File: src/rtl/keypad_scan_ctrl_if.sv
// Keypad pin and decoder-side signal bundle for keypad_scan_ctrl.
// master = keypad/pin side that drives the columns, slave = the scan controller.
interface keypad_scan_ctrl_if;
    logic [3:0] cols_n;
    logic [3:0] rows;
    logic [7:0] total_val;
    logic       key_valid;
    logic       key_new;

    modport master (output cols_n, input rows, total_val, key_valid, key_new);
    modport slave  (input cols_n, output rows, total_val, key_valid, key_new);
endinterface

File: src/rtl/keypad_scan_ctrl.sv
// 4x4 keypad row scanner with column synchronizer, press/release debounce and key strobe.
// Optional auto-repeat of key_new while a key is held: define KEY_REPEAT_EN.
//
// state    | meaning
// SCAN     | drive one row per dwell period, look for a low column at dwell end
// DEBOUNCE | row frozen, require DEBOUNCE_CNT matching samples of the candidate
// HELD     | key accepted, row frozen, wait for all columns high
// RELEASE  | require DEBOUNCE_CNT all-high samples before resuming the scan
module keypad_scan_ctrl #(
    parameter int SCAN_DIV      = 16,
    parameter int DEBOUNCE_CNT  = 8,
    parameter int REPEAT_CYCLES = 64
) (
    input  logic                clk,
    input  logic                reset,
    keypad_scan_ctrl_if.slave   kp
);

    typedef enum logic [1:0] {SCAN, DEBOUNCE, HELD, RELEASE} state_t;

    localparam int DW = $clog2(SCAN_DIV);
    localparam int BW = $clog2(DEBOUNCE_CNT);
    localparam logic [DW-1:0] DWELL_LAST = DW'(SCAN_DIV - 1);
    localparam logic [BW-1:0] DEB_LAST   = BW'(DEBOUNCE_CNT - 1);

    state_t          state_q;
    logic [3:0]      cols_m_q;
    logic [3:0]      cols_s_q;
    logic [3:0]      cand_q;
    logic [3:0]      rows_q;
    logic [DW-1:0]   dwell_q;
    logic [BW-1:0]   deb_q;
    logic [7:0]      total_q;
    logic            valid_q;
    logic            new_q;
    logic [3:0]      rows_d;
    logic            idle_d;

`ifdef KEY_REPEAT_EN
    localparam int RW = $clog2(REPEAT_CYCLES);
    localparam logic [RW-1:0] REP_LAST = RW'(REPEAT_CYCLES - 1);
    logic [RW-1:0]   rep_q;
`endif

    assign rows_d = {rows_q[0], rows_q[3:1]};
    assign idle_d = (cols_s_q == 4'hF);

    always_ff @(posedge clk or posedge reset) begin
        if (reset) begin
            state_q  <= SCAN;
            cols_m_q <= 4'hF;
            cols_s_q <= 4'hF;
            cand_q   <= 4'hF;
            rows_q   <= 4'b1000;
            dwell_q  <= '0;
            deb_q    <= '0;
            total_q  <= 8'h0F;
            valid_q  <= 1'b0;
            new_q    <= 1'b0;
`ifdef KEY_REPEAT_EN
            rep_q    <= '0;
`endif
        end else begin
            cols_m_q <= kp.cols_n;
            cols_s_q <= cols_m_q;
            new_q    <= 1'b0;
            case (state_q)
                SCAN: begin
                    if (dwell_q == DWELL_LAST) begin
                        dwell_q <= '0;
                        if (idle_d) begin
                            rows_q <= rows_d;
                        end else begin
                            cand_q  <= cols_s_q;
                            deb_q   <= '0;
                            state_q <= DEBOUNCE;
                        end
                    end else begin
                        dwell_q <= dwell_q + 1'b1;
                    end
                end
                DEBOUNCE: begin
                    if (cols_s_q != cand_q) begin
                        rows_q  <= rows_d;
                        dwell_q <= '0;
                        state_q <= SCAN;
                    end else if (deb_q == DEB_LAST) begin
                        total_q <= {rows_q, cand_q};
                        valid_q <= 1'b1;
                        new_q   <= 1'b1;
                        state_q <= HELD;
`ifdef KEY_REPEAT_EN
                        rep_q   <= '0;
`endif
                    end else begin
                        deb_q <= deb_q + 1'b1;
                    end
                end
                HELD: begin
                    if (idle_d) begin
                        deb_q   <= '0;
                        state_q <= RELEASE;
`ifdef KEY_REPEAT_EN
                        rep_q   <= '0;
                    end else if (rep_q == REP_LAST) begin
                        rep_q <= '0;
                        new_q <= 1'b1;
                    end else begin
                        rep_q <= rep_q + 1'b1;
`endif
                    end
                end
                RELEASE: begin
`ifdef KEY_REPEAT_EN
                    rep_q <= '0;
`endif
                    // a column dropping low again is treated as the same key still held
                    if (!idle_d) begin
                        state_q <= HELD;
                    end else if (deb_q == DEB_LAST) begin
                        valid_q <= 1'b0;
                        rows_q  <= rows_d;
                        dwell_q <= '0;
                        state_q <= SCAN;
                    end else begin
                        deb_q <= deb_q + 1'b1;
                    end
                end
                default: state_q <= SCAN;
            endcase
        end
    end

    assign kp.rows      = rows_q;
    assign kp.total_val = total_q;
    assign kp.key_valid = valid_q;
    assign kp.key_new   = new_q;

endmodule

File: src/flat_wrapper.sv
// flat-port wrapper written by rule: the top's interface ports become plain ports
module keypad_scan_ctrl_flat 
#(
    parameter int SCAN_DIV      = 16,
    parameter int DEBOUNCE_CNT  = 8,
    parameter int REPEAT_CYCLES = 64
)
  (clk, reset, kp_cols_n, kp_rows, kp_total_val, kp_key_valid, kp_key_new);
  keypad_scan_ctrl_if kp_i ();
  input  logic clk;
  input  logic reset;
  input wire logic [$bits(kp_i.cols_n)-1:0] kp_cols_n;
  output wire logic [$bits(kp_i.rows)-1:0] kp_rows;
  output wire logic [$bits(kp_i.total_val)-1:0] kp_total_val;
  output wire logic [$bits(kp_i.key_valid)-1:0] kp_key_valid;
  output wire logic [$bits(kp_i.key_new)-1:0] kp_key_new;
  assign kp_i.cols_n = kp_cols_n;
  assign kp_rows = kp_i.rows;
  assign kp_total_val = kp_i.total_val;
  assign kp_key_valid = kp_i.key_valid;
  assign kp_key_new = kp_i.key_new;
  keypad_scan_ctrl #(.SCAN_DIV(SCAN_DIV), .DEBOUNCE_CNT(DEBOUNCE_CNT), .REPEAT_CYCLES(REPEAT_CYCLES)) u_core (.clk(clk), .reset(reset), .kp(kp_i));
endmodule
File: config.mk
export PLATFORM = sky130hd
export DESIGN_NAME = keypad_scan_ctrl_flat
export DESIGN_NICKNAME = d
export VERILOG_FILES = /design/src/rtl/keypad_scan_ctrl_if.sv /design/src/rtl/keypad_scan_ctrl.sv /design/src/flat_wrapper.sv
export SDC_FILE = /design/constraint.sdc
export NUM_CORES = 1
export LEC_CHECK = 0
export CORE_ASPECT_RATIO = 1.2
export CORE_UTILIZATION = 55
export DETAILED_ROUTE_END_ITERATION = 12
export PLACE_DENSITY = 0.87
export SLEW_MARGIN = 20
export SYNTH_ARGS = -nofsm -noshare
export SYNTH_HDL_FRONTEND = slang
export SYNTH_SLANG_ARGS = --single-unit
File: constraint.sdc
create_clock -name clk -period 5.8 [get_ports clk]
set_input_delay 1.16 -clock clk [delete_from_list [all_inputs] [get_ports clk]]
set_output_delay 1.16 -clock clk [all_outputs]
set_load 0.02 [all_outputs]
---- Word-level counts from Yosys, hierarchy flattened ----
Index checks and enable logic that the tools add are counted.
operators by class
  add/subtract/negate cells ............... 2
  multipliers ............................. 0
  divide/modulo/power cells ............... 0
  $lt $le $gt $ge ......................... 0
  eq/ne operators ......................... 18
  shift-type cells ........................ 0
  multiplexer cells ....................... 34
  bitwise operators ....................... 2
  reduce and logical (&&, ||, !) cells .... 10
operators with widths
  cell                                                  number
  two-way mux 4 bit                                     9
  case mux 4 bit (3 select lines)                       2
  two-way mux 3 bit                                     6
  AND reduction 5 bit                                   3
  two-way mux 2 bit                                     7
  != test 2 x 1 -> 1 bit (second input constant)        7
  case mux 3 bit (4 select lines)                       1
  equality test 4 bit (second input constant)           2
  case mux 2 bit (4 select lines)                       1
  two-way mux 1 bit                                     7
  AND reduction 3 bit                                   2
  AND reduction 6 bit                                   1
  adder 4 x 1 -> 4 bit (second input constant)          1
  equality test 2 bit (second input constant)           2
  != test 2 bit (second input constant)                 2
  != test 4 bit                                         1
  AND reduction 4 bit                                   1
  adder 3 x 1 -> 3 bit (second input constant)          1
  equality test 3 bit (second input constant)           1
  != test 3 x 1 -> 1 bit (second input constant)        1
  != test 3 bit (second input constant)                 1
  nonzero test 3 bit                                    1
  equality test 2 x 1 -> 1 bit (second input constant)  1
  zero test 2 bit                                       1
  3 further kinds                                       4
word-level totals
  register bits ........................... 35
  latch bits .............................. 0
  memory bits (writable) .................. 0
  memory bits (read-only) ................. 0
  bits of input ports ..................... 6
  memories kept ........................... 0

---- Depth between registers and ports, before layout ----
Gate-level depths: netlist of the first run.
  word-level depth ........................ 4
  depth in mapped cells ................... 6
  mapped depth without buffers ............ 6

---- Worst setup path before layout of the first run ----
OpenSTA, ideal clock, no wires.
  path kind ............................... register to register
  start point ............................. register u_core.cols_s_q[0]
  end point ............................... register u_core.rows_q[0], in the netlist u_core.kp.rows[0]
  library setup time ...................... 0.128 ns
  data arrival time ....................... 1.723 ns
  required time ........................... 5.672 ns
  setup slack ............................. 3.950 ns
  stages on the path, launching flop included .. 5
  buffers on the path ..................... 0
  cells stage by stage .................... dfstp_2 -> xor2_1 -> or4_4 -> o211ai_4 -> mux2_1
between the ends
  cells in the longest elaborated chain, start to end .. 3
RTL lines
  what                                                  line                                            text
  start: declaration                                    keypad_scan_ctrl.sv:28                          logic [3:0] cols_s_q;
  start signal: assignment                              keypad_scan_ctrl.sv:65                          cols_s_q <= cols_m_q;
  equality test 4 bit or != test 4 bit (tied branches)  keypad_scan_ctrl.sv:46, keypad_scan_ctrl.sv:83
  != test 2 x 1 -> 1 bit (no source line)               --
  AND reduction 6 bit (no source line) (*)              --
  end signal: assignment                                keypad_scan_ctrl.sv:72                          rows_q <= rows_d;
  end signal: assignment                                keypad_scan_ctrl.sv:84                          rows_q <= rows_d;
  end signal: assignment                                keypad_scan_ctrl.sv:122                         rows_q <= rows_d;
  end: declaration                                      keypad_scan_ctrl.sv:30                          logic [3:0] rows_q;
Mark *: on every way between the ends. The rest lies on a longest branch, timed or not.
A chain may end at the register's enable or synchronous reset.

---- Final worst setup path of the first run ----
  start point ............................. register u_core.rows_q[3], in the netlist u_core.kp.rows[3]
  end point ............................... output port kp_rows[3]
RTL lines
  what              line                text
  end: declaration  flat_wrapper.sv:13  output wire logic [$bits(kp_i.rows)-1:0] kp_rows;
No word-level cell between the ends.

==> flow_metrics.env, run 1 <==
export IMPL_p_switching_uw=177
export IMPL_synth_xor_area_share_pct=2.34
export IMPL_ff_latch_area_sq_um=897
export IMPL_power_density_nw_per_um2=337
export IMPL_r2r_start="u_core.cols_s_q[1]"
export IMPL_die_w_microns=49.6
export IMPL_clock_latency_ns=0.34
export IMPL_crit_cells=1
export IMPL_post_route_period_util_pct=45.8
export IMPL_drc=0
export IMPL_start_kind="flip-flop"
export IMPL_multi_input_area_sq_um=582
export IMPL_finalNonFillerCells=170
export IMPL_grt_pass1_wl_mm=4.04
export IMPL_max_freq_ghz=0.377
export IMPL_path_buf_inv=1
export IMPL_arrival_ns=1.50
export IMPL_ant_nets=0
export IMPL_r2r_end="u_core.deb_q[0]"
export IMPL_routed_wl_mm=2.38
export IMPL_grt_usage_pct=19.5
export IMPL_switching_share_pct=29.1
export IMPL_crit_slowest_cell="clkdlybuf4s50_1"
export IMPL_syn_to_final_growth_pct=20.8
export IMPL_ys_flop_type="dfrtp_1"
export IMPL_clock_sinks=35
export IMPL_power_leakage_nw=0.849
export IMPL_place_inst=162
export IMPL_end_kind="output pin"
export IMPL_synth_compound_area_share_pct=7.77
export IMPL_cp_cell_sequence="clkdlybuf4s50_1"
export IMPL_antenna_found_initial=0
export IMPL_intPower_uw=433
export IMPL_cpPeakStageDelay_ns=0.60
export IMPL_whs_ns=0.362
export IMPL_cts_setup_buffers=0
export IMPL_post_cts_resized=0
export IMPL_maxSlewHeadroom_pct=69.4
export IMPL_async_flop_share_pct=100
export IMPL_rows=20
export IMPL_cts_buffers=5
export IMPL_dr_first_iter_drc_count=14
export IMPL_synth_top_family_by_area="multiplexers"
export IMPL_wire_per_inst_microns=14.0
export IMPL_status="finished clean"
export IMPL_postSynthAreaPerCell_sq_um=13.6
export IMPL_synth_adder_area_share_pct=3.34
export IMPL_cts_max_path_buffers=2
export IMPL_final_cell_mix="clkdlybuf4s50_1 (19), dfrtp_1 (18), dfstp_2 (17)"
export IMPL_n_fill_cell=178
export IMPL_rsz0062_at_grt="no"
export IMPL_syn_inst=110
export IMPL_num_io_pins=20
export IMPL_whs_path_depth=0
export IMPL_viasPerCell=5.59
export IMPL_hold_path_class="flip-flop to flip-flop"
export IMPL_synth_edf_count=0
export IMPL_grt_overflow_total=0
export IMPL_fin_crit_ns=2.66
export IMPL_criticalPathCategory="flip-flop to output pin"
export IMPL_comb_power_share_pct=20.9
export IMPL_drive_gt1_share_pct=27.7
export IMPL_vias=950
export IMPL_ys_seq_elements=35
export IMPL_die_area_sq_um=2940
export IMPL_die_h_microns=59.2
export IMPL_crit_fanout=4
export IMPL_cts_tree="built"
export IMPL_r2r_cells=4
export IMPL_drv_cap=0
export IMPL_worst_pin_slew_ns=0.452
export IMPL_whs_endpoint="u_core.cols_s_q[3]"
export IMPL_diodes=0
export IMPL_nNetsFinal=146
export IMPL_ff2ff_setup_slack_ns=3.86
export IMPL_finalSetupViolCount=0
export IMPL_placed_area_sq_um=1730
export IMPL_stdcell_area_sq_um=1810
export IMPL_seq_area_frac_synth_pct=59.9
export IMPL_yosysWarnings=0
export IMPL_synth_top_cell_area_share_pct=30.1
export IMPL_io_buffers=19
export IMPL_syn_nets=120
export IMPL_netlist_area_sq_um=1500
export IMPL_dr_pass1_iters=4
export IMPL_hold_buffers=0
export IMPL_cts_root_buf="clkbuf_4"
export IMPL_synth_simple_gate_area_share_pct=11.3
export IMPL_yosys_area_top_type="dfrtp_1"
export IMPL_drv_slew=0
export IMPL_clock_skew_ns=0.0118
export IMPL_tns_ns=0
export IMPL_synth_mux_area_share_pct=14.1
export IMPL_hold_violations=0
export IMPL_cts_max_level=2
export IMPL_netlist_top_cells_area="dfrtp_1 (30%), dfstp_2 (30%), mux2_1 (6.8%)"
export IMPL_grt_max_degree=36
export IMPL_coreArea_sq_um=2550
export IMPL_initial_core_util_pct=58.7
export IMPL_irDropWorstVdd_uv=242
export IMPL_worstHoldStart="u_core.cols_m_q[3]"
export IMPL_seqPwrFrac_pct=53.8
export IMPL_synth_distinct_cells=31
export IMPL_cp_top_family="buffers and inverters"
export IMPL_gp_congestion=0.755
export IMPL_dp_hpwl_mm=1.79
export IMPL_clk_pin_slew_worst_paths_ns=0.10
export IMPL_worstPathRequired_ns=4.64
export IMPL_clkPwrFrac_pct=25.3
export IMPL_layout_cells_most_common="clkdlybuf4s50_1"
export IMPL_grt_pass1_vias=953
-- how the worst max path moves through the flow --
| stage | slack (ns) | endpoint | from |
|---|---|---|---|
| after CTS | 3.14 | kp_rows[3] | u_core.kp.rows[3] |
| final | 3.14 | kp_rows[3] | u_core.kp.rows[3] |
| after global routing | 3.09 | kp_rows[3] | u_core.kp.rows[3] |
| after detailed placement | 3.52 | kp_rows[3] | u_core.kp.rows[3] |
| after floorplan | 3.89 | u_core.deb_q[0] | reset |
| after global placement | 3.53 | kp_rows[3] | u_core.kp.rows[3] |
-- power groups by stage --
| stage | clock network, mW | registers (mW) | logic, mW |
|---|---|---|---|
| floorplan | 0 | 0.320 | 0.110 |
| global placement | 0 | 0.329 | 0.121 |
| detailed placement | 0 | 0.333 | 0.127 |
| CTS | 0.159 | 0.328 | 0.129 |
| global route | 0.172 | 0.334 | 0.139 |
| finish | 0.154 | 0.328 | 0.127 |
-- kinds of logic (layout without fill, tap and decap cells) --
family                   after synthesis  in the layout
XOR/XNOR                               4              4
adder cells (fa/ha/maj)                4              4
AND/OR/NAND/NOR                       28             28
buffers and inverters                  5             32
multiplexers                          19             19
flip-flops                            35             35
AO/OA/AOI/OAI                         15             15
-- synth_stat cells (2+ instances only) --
library cell / n
a21o_1: 3
dfrtp_1: 18
dfstp_2: 17
ha_1: 4
inv_1: 4
mux2_1: 9
mux2_2: 8
mux2i_1: 2
nand2_1: 8
nand3_1: 3
nand4_1: 2
nor2_1: 4
nor2b_1: 2
nor4b_1: 2
o21ai_0: 4
o21ai_1: 2
xor2_1: 4
-- per-stage QoR --
stage          power (mW)  util [%]  worst slack [ns]
2_1_floorplan       0.430         -              3.89
3_3_place_gp        0.450      67.9              3.53
3_5_place_dp        0.460      67.9              3.52
4_1_cts             0.616      70.9              3.14
5_1_grt             0.645      70.9              3.09
6_report            0.610      70.9              3.14
-- layout make-up --
| cell class | count | area share (%) |
|---|---|---|
| tap | 33 | 2.28 |
| inverter | 4 | 0.830 |
| clock inverter | 2 | 0.761 |
| clock buffer | 6 | 3.46 |
| timing repair buffer | 20 | 10.9 |
| multi-input combinational | 70 | 32.2 |
| sequential | 35 | 49.6 |
-- worst reg2reg max path, stage by stage (launching register included) --
cell,delay (ns)
dfstp_2,0.57
xor2_1,0.12
o41ai_1,0.50
nand4_1,0.29
mux2_2,0.34
-- state kept, by name, indices dropped and copies added, names as in the netlist --
register / count
u_core.kp.total_val: 8
u_core.cand_q: 4
u_core.cols_m_q: 4
u_core.cols_s_q: 4
u_core.dwell_q: 4
u_core.kp.rows: 4
u_core.deb_q: 3
u_core.state_q: 2
u_core.kp.key_new: 1
u_core.kp.key_valid: 1
-- per-layer routing --
| layer | global-route usage, % | wire length, microns |
|---|---|---|
| met1 | 17.9 | 907 |
| met2 | 38.0 | 1320 |
| met3 | 6.15 | 100 |
| met4 | 9.80 | 53 |
| met5 | 0 | 0 |
Note: power is estimated with default switching activity, not from simulation.
==> run 2, diff against run 1 <==
Settings changed: CORE_UTILIZATION 55 to 53, PLACE_DENSITY 0.87 to 0.84.
Clock period 5.8 ns to 2.7 ns, I/O delays scaled along.
==> run 2 against run 1 <==
Clock power increased by 120%. Sequential cell count unchanged. First-iteration DRC count increased by 71%. Via count increased by 3.1%. Combinational power increased by 120%. Critical endpoint unchanged. Final area unchanged. Setup slack got worse by 2.5 ns. Worst hold slack about the same. Critical path depth unchanged. Final cell count unchanged. Clock skew about the same.
==> flow_metrics.env, run 2 (synthesis gave the netlist of run 1 again) <==
export IMPL_status="finished clean"
export IMPL_diodes=0
export IMPL_post_cts_resized=0
export IMPL_grt_pass1_vias=1004
export IMPL_irDropWorstVdd_uv=571
export IMPL_cts_tree="built"
export IMPL_multi_input_area_sq_um=582
export IMPL_ant_nets=0
export IMPL_antenna_found_initial=0
export IMPL_n_fill_cell=192
export IMPL_maxSlewHeadroom_pct=69.8
export IMPL_place_inst=162
export IMPL_fin_util_pct=69.5
export IMPL_wire_per_inst_microns=15.5
export IMPL_r2r_start="u_core.cols_s_q[1]"
export IMPL_syn_to_final_growth_pct=20.8
export IMPL_dp_hpwl_mm=1.91
export IMPL_rows=20
export IMPL_initial_core_util_pct=57.5
export IMPL_power_density_nw_per_um2=729
export IMPL_clock_skew_ns=0.0121
export IMPL_hold_violations=0
export IMPL_hold_path_class="flip-flop to flip-flop"
export IMPL_grt_overflow_total=0
export IMPL_drv_slew=0
export IMPL_io_buffers=19
export IMPL_clk_pin_slew_worst_paths_ns=0.11
export IMPL_cts_setup_buffers=0
export IMPL_largest_reg_flops=8
export IMPL_worstPathRequired_ns=2.16
export IMPL_dr_first_iter_drc_count=24
export IMPL_grt_max_degree=36
export IMPL_coreArea_sq_um=2600
export IMPL_fin_crit_ns=2.05
export IMPL_grt_pass1_wl_mm=4.53
export IMPL_routed_wl_mm=2.63
export IMPL_cts_buffers=5
export IMPL_worstHoldStart="u_core.cols_m_q[0]"
export IMPL_grt_usage_pct=21.1
export IMPL_end_kind="output pin"
export IMPL_layout_cells_most_common="clkdlybuf4s50_1"
export IMPL_post_route_period_util_pct=75.8
export IMPL_cts_max_path_buffers=2
export IMPL_final_cell_mix="clkdlybuf4s50_1 (19), dfrtp_1 (18), dfstp_2 (17)"
export IMPL_cts_root_buf="clkbuf_4"
export IMPL_drc=0
export IMPL_cp_cell_sequence="clkdlybuf4s50_1"
export IMPL_drive_gt1_share_pct=27.7
export IMPL_num_io_pins=20
export IMPL_rsz0062_at_grt="no"
export IMPL_gp_congestion=0.781
export IMPL_finalNonFillerCells=170
export IMPL_dr_pass1_iters=4
export IMPL_power_leakage_nw=0.849
export IMPL_viasPerCell=5.76
export IMPL_power_mw=1.32
export IMPL_max_freq_ghz=0.488
export IMPL_nNetsFinal=146
export IMPL_hold_buffers=0
export IMPL_criticalPathCategory="flip-flop to output pin"
export IMPL_r2r_end="u_core.deb_q[0]"
export IMPL_start_kind="flip-flop"
export IMPL_clock_latency_ns=0.34
export IMPL_die_h_microns=60.2
export IMPL_cts_max_level=2
export IMPL_vias=979
export IMPL_drv_cap=0
export IMPL_ff2ff_setup_slack_ns=0.72
export IMPL_ff_latch_area_sq_um=897
export IMPL_clock_sinks=35
export IMPL_whs_path_depth=0
export IMPL_die_w_microns=50.5
export IMPL_arrival_ns=1.51
export IMPL_whs_endpoint="u_core.cols_s_q[0]"
export IMPL_die_area_sq_um=3040
export IMPL_path_buf_inv=1
export IMPL_worst_pin_slew_ns=0.450
export IMPL_crit_slowest_cell="clkdlybuf4s50_1"
export IMPL_finalSetupViolCount=0
export IMPL_r2r_cells=4
export IMPL_cpPeakStageDelay_ns=0.60
export IMPL_whs_ns=0.362
export IMPL_tns_ns=0
export IMPL_cp_top_family="buffers and inverters"
export IMPL_crit_fanout=4
[run 2: cell counts in the layout (fill, tap and decap cells not counted)]
Identical to the previous run, type by type.
[run 2: metrics by stage]
step	cell area [sq um]	worst slack [ns]
after floorplan	1500	0.850
after global placement	1730	0.826
after detailed placement	1730	0.737
after CTS	1810	0.635
after global routing	1810	0.556
final	1810	0.653
[run 2: worst max path at each step]
stage	startpoint	end	slack [ns]	depth (start not counted)
after detailed placement	u_core.cols_s_q[1]	u_core.deb_q[0]	0.74	4
after global placement	u_core.cols_s_q[0]	u_core.kp.rows[0]	0.83	4
after floorplan	u_core.cols_s_q[0]	u_core.kp.rows[0]	0.85	4
after CTS	u_core.kp.rows[3]	kp_rows[3]	0.63	1
after global routing	u_core.cols_s_q[1]	u_core.deb_q[0]	0.56	4
final	u_core.kp.rows[3]	kp_rows[3]	0.65	1
[run 2: final cells by class]
class | instances | share of cell area (%)
clock inverter | 2 | 0.761
clock buffer | 6 | 3.46
sequential | 35 | 49.6
multi-input combinational | 70 | 32.2
inverter | 4 | 0.830
tap | 33 | 2.28
timing repair buffer | 20 | 10.9
[run 2: power by group]
group	total (mW)	switching [mW]	internal [mW]
logic	0.277	0.135	0.142
registers	0.706	0.0764	0.630
clock network	0.336	0.178	0.158
total	1.32	0.390	0.929
[run 2: per-layer routing]
metal	part of all wire [%]	track usage (%)	routed length, microns
met5	0	0	0
met2	55	38.3	1440
met3	3.9	4.83	103
met1	39	22.0	1030
met4	1.9	12.7	50
==> run 3, diff against run 2 <==
Clock period 2.7 ns to 2.13 ns, I/O delays scaled along.
==> run 3 against run 2 <==
Non-clock buffer count rose by 1. Critical path type is now flip-flop to flip-flop. Critical endpoint is now u_core.kp.rows[0]. Highest routed layer unchanged. Critical path depth rose by 3. Sequential cell count unchanged. Largest power group unchanged. Register-to-register slack got worse by 0.55 ns.
==> flow_metrics.env, run 3 (synthesis gave the netlist of run 1 again) <==
export IMPL_grt_pass1_vias=1004
export IMPL_dr_wl_met3_microns=103
export IMPL_power_density_nw_per_um2=925
export IMPL_tns_ns=0
export IMPL_top_layer_used="met4"
export IMPL_power_mw=1.68
export IMPL_maxSlewHeadroom_pct=65.3
export IMPL_drc=0
export IMPL_arrival_ns=2.19
export IMPL_viasPerCell=5.78
export IMPL_max_freq_ghz=0.509
export IMPL_diodes=0
export IMPL_antenna_found_initial=0
export IMPL_layout_cells_most_common="clkdlybuf4s50_1"
export IMPL_finalSetupViolCount=0
export IMPL_worstPathRequired_ns=2.36
export IMPL_dr_pass1_iters=4
export IMPL_grt_pass1_wl_mm=4.53
export IMPL_die_w_microns=50.5
export IMPL_end_kind="flip-flop"
export IMPL_grt_max_degree=36
export IMPL_dp_hpwl_mm=1.91
export IMPL_hold_violations=0
export IMPL_num_io_pins=20
export IMPL_post_route_period_util_pct=92.2
export IMPL_hold_path_class="flip-flop to flip-flop"
export IMPL_coreArea_sq_um=2600
export IMPL_gp_congestion=0.781
export IMPL_largest_reg_flops=8
export IMPL_irDropWorstVdd_uv=721
export IMPL_multi_input_area_sq_um=582
export IMPL_power_leakage_nw=0.853
export IMPL_wl_met1_mm=1.04
export IMPL_drv_slew=0
export IMPL_clock_sinks=35
export IMPL_ff_latch_area_sq_um=897
export IMPL_status="finished clean"
export IMPL_final_cell_mix="clkdlybuf4s50_1 (19), dfrtp_1 (18), dfstp_2 (17)"
export IMPL_cts_max_path_buffers=2
export IMPL_criticalPathCategory="flip-flop to flip-flop"
export IMPL_die_area_sq_um=3040
export IMPL_drive_gt1_share_pct=28.3
export IMPL_post_cts_resized=0
export IMPL_vias=988
export IMPL_clock_skew_ns=0.0129
export IMPL_io_buffers=19
export IMPL_wire_per_inst_microns=15.5
export IMPL_routed_wl_mm=2.66
export IMPL_fin_crit_ns=1.96
export IMPL_rsz0062_at_grt="no"
export IMPL_crit_fanout=4
export IMPL_worst_pin_slew_ns=0.514
export IMPL_die_h_microns=60.2
export IMPL_rows=20
export IMPL_clk_pin_slew_worst_paths_ns=0.11
export IMPL_wl_met2_mm=1.46
export IMPL_n_fill_cell=189
export IMPL_start_kind="flip-flop"
export IMPL_initial_core_util_pct=57.5
export IMPL_cts_max_level=2
export IMPL_cts_buffers=5
export IMPL_dr_first_iter_drc_count=35
export IMPL_grt_overflow_total=0
export IMPL_ant_nets=0
export IMPL_drv_cap=0
export IMPL_nNetsFinal=147
export IMPL_ff2ff_setup_slack_ns=0.17
export IMPL_cts_root_buf="clkbuf_4"
export IMPL_clock_latency_ns=0.34
export IMPL_syn_to_final_growth_pct=21.3
export IMPL_cts_tree="built"
export IMPL_grt_usage_pct=21.1
[run 3: cell types whose count changed in the layout (fill, tap and decap cells not counted), sizes merged]
cell	before	now
buf	1	2
[run 3: per-layer routing]
layer	vias to the layer above	track usage [%]
met5	-	0
met4	0	12.7
met1	497	22.0
li1	451	-
met3	8	4.83
met2	32	38.3
[run 3: through the flow]
stage / setup slack, ns / area, sq um / cells / hold WS [ns] / util [%]
2_1_floorplan: 0.280 / 1500 / 110 / 0.345 / -
3_3_place_gp: 0.256 / 1730 / 162 / 0.346 / 66.6
3_5_place_dp: 0.167 / 1730 / 162 / 0.348 / 66.6
4_1_cts: 0.141 / 1810 / 170 / 0.364 / 69.5
5_1_grt: 0.0795 / 1820 / 171 / 0.367 / 69.8
6_report: 0.167 / 1820 / 171 / 0.362 / 69.8
[run 3: worst max-delay path: stages (launching register included)]
cell,delay (ns)
dfstp_2,0.58
xor2_1,0.11
or4_4,0.59
o211ai_4,0.23
mux2_1,0.35
[run 3: worst paths after layout]
| path | depth (start not counted) | startpoint | to |
|---|---|---|---|
| setup reg to reg | 4 | u_core.cols_s_q[0] | u_core.kp.rows[0] |
| min in group asynchronous | 3 | reset | u_core.kp.total_val[6] |
| max in group asynchronous | 3 | reset | u_core.kp.rows[3] |
| hold / removal | 0 | u_core.cols_m_q[0] | u_core.cols_s_q[0] |
| setup / recovery | 4 | u_core.cols_s_q[0] | u_core.kp.rows[0] |
| hold reg to reg | 0 | u_core.cols_m_q[0] | u_core.cols_s_q[0] |
[run 3: power by group]
group,internal (mW),leakage [nW],switching (mW)
clock network,0.200,0.0434,0.226
registers,0.798,0.422,0.0975
logic,0.186,0.388,0.173
total,1.18,0.853,0.497
[run 3: layout make-up]
class / instances / area share (%)
multi-input combinational: 70 / 32.0
sequential: 35 / 49.4
inverter: 4 / 0.826
timing repair buffer: 21 / 11.3
clock inverter: 2 / 0.758
tap: 33 / 2.27
clock buffer: 6 / 3.44
[run 3: timing repair]
action | in CTS | in global routing
hold buffers | 0 | 0
setup buffers | 0 | 1
endpoints found under the setup margin | 0 | 1
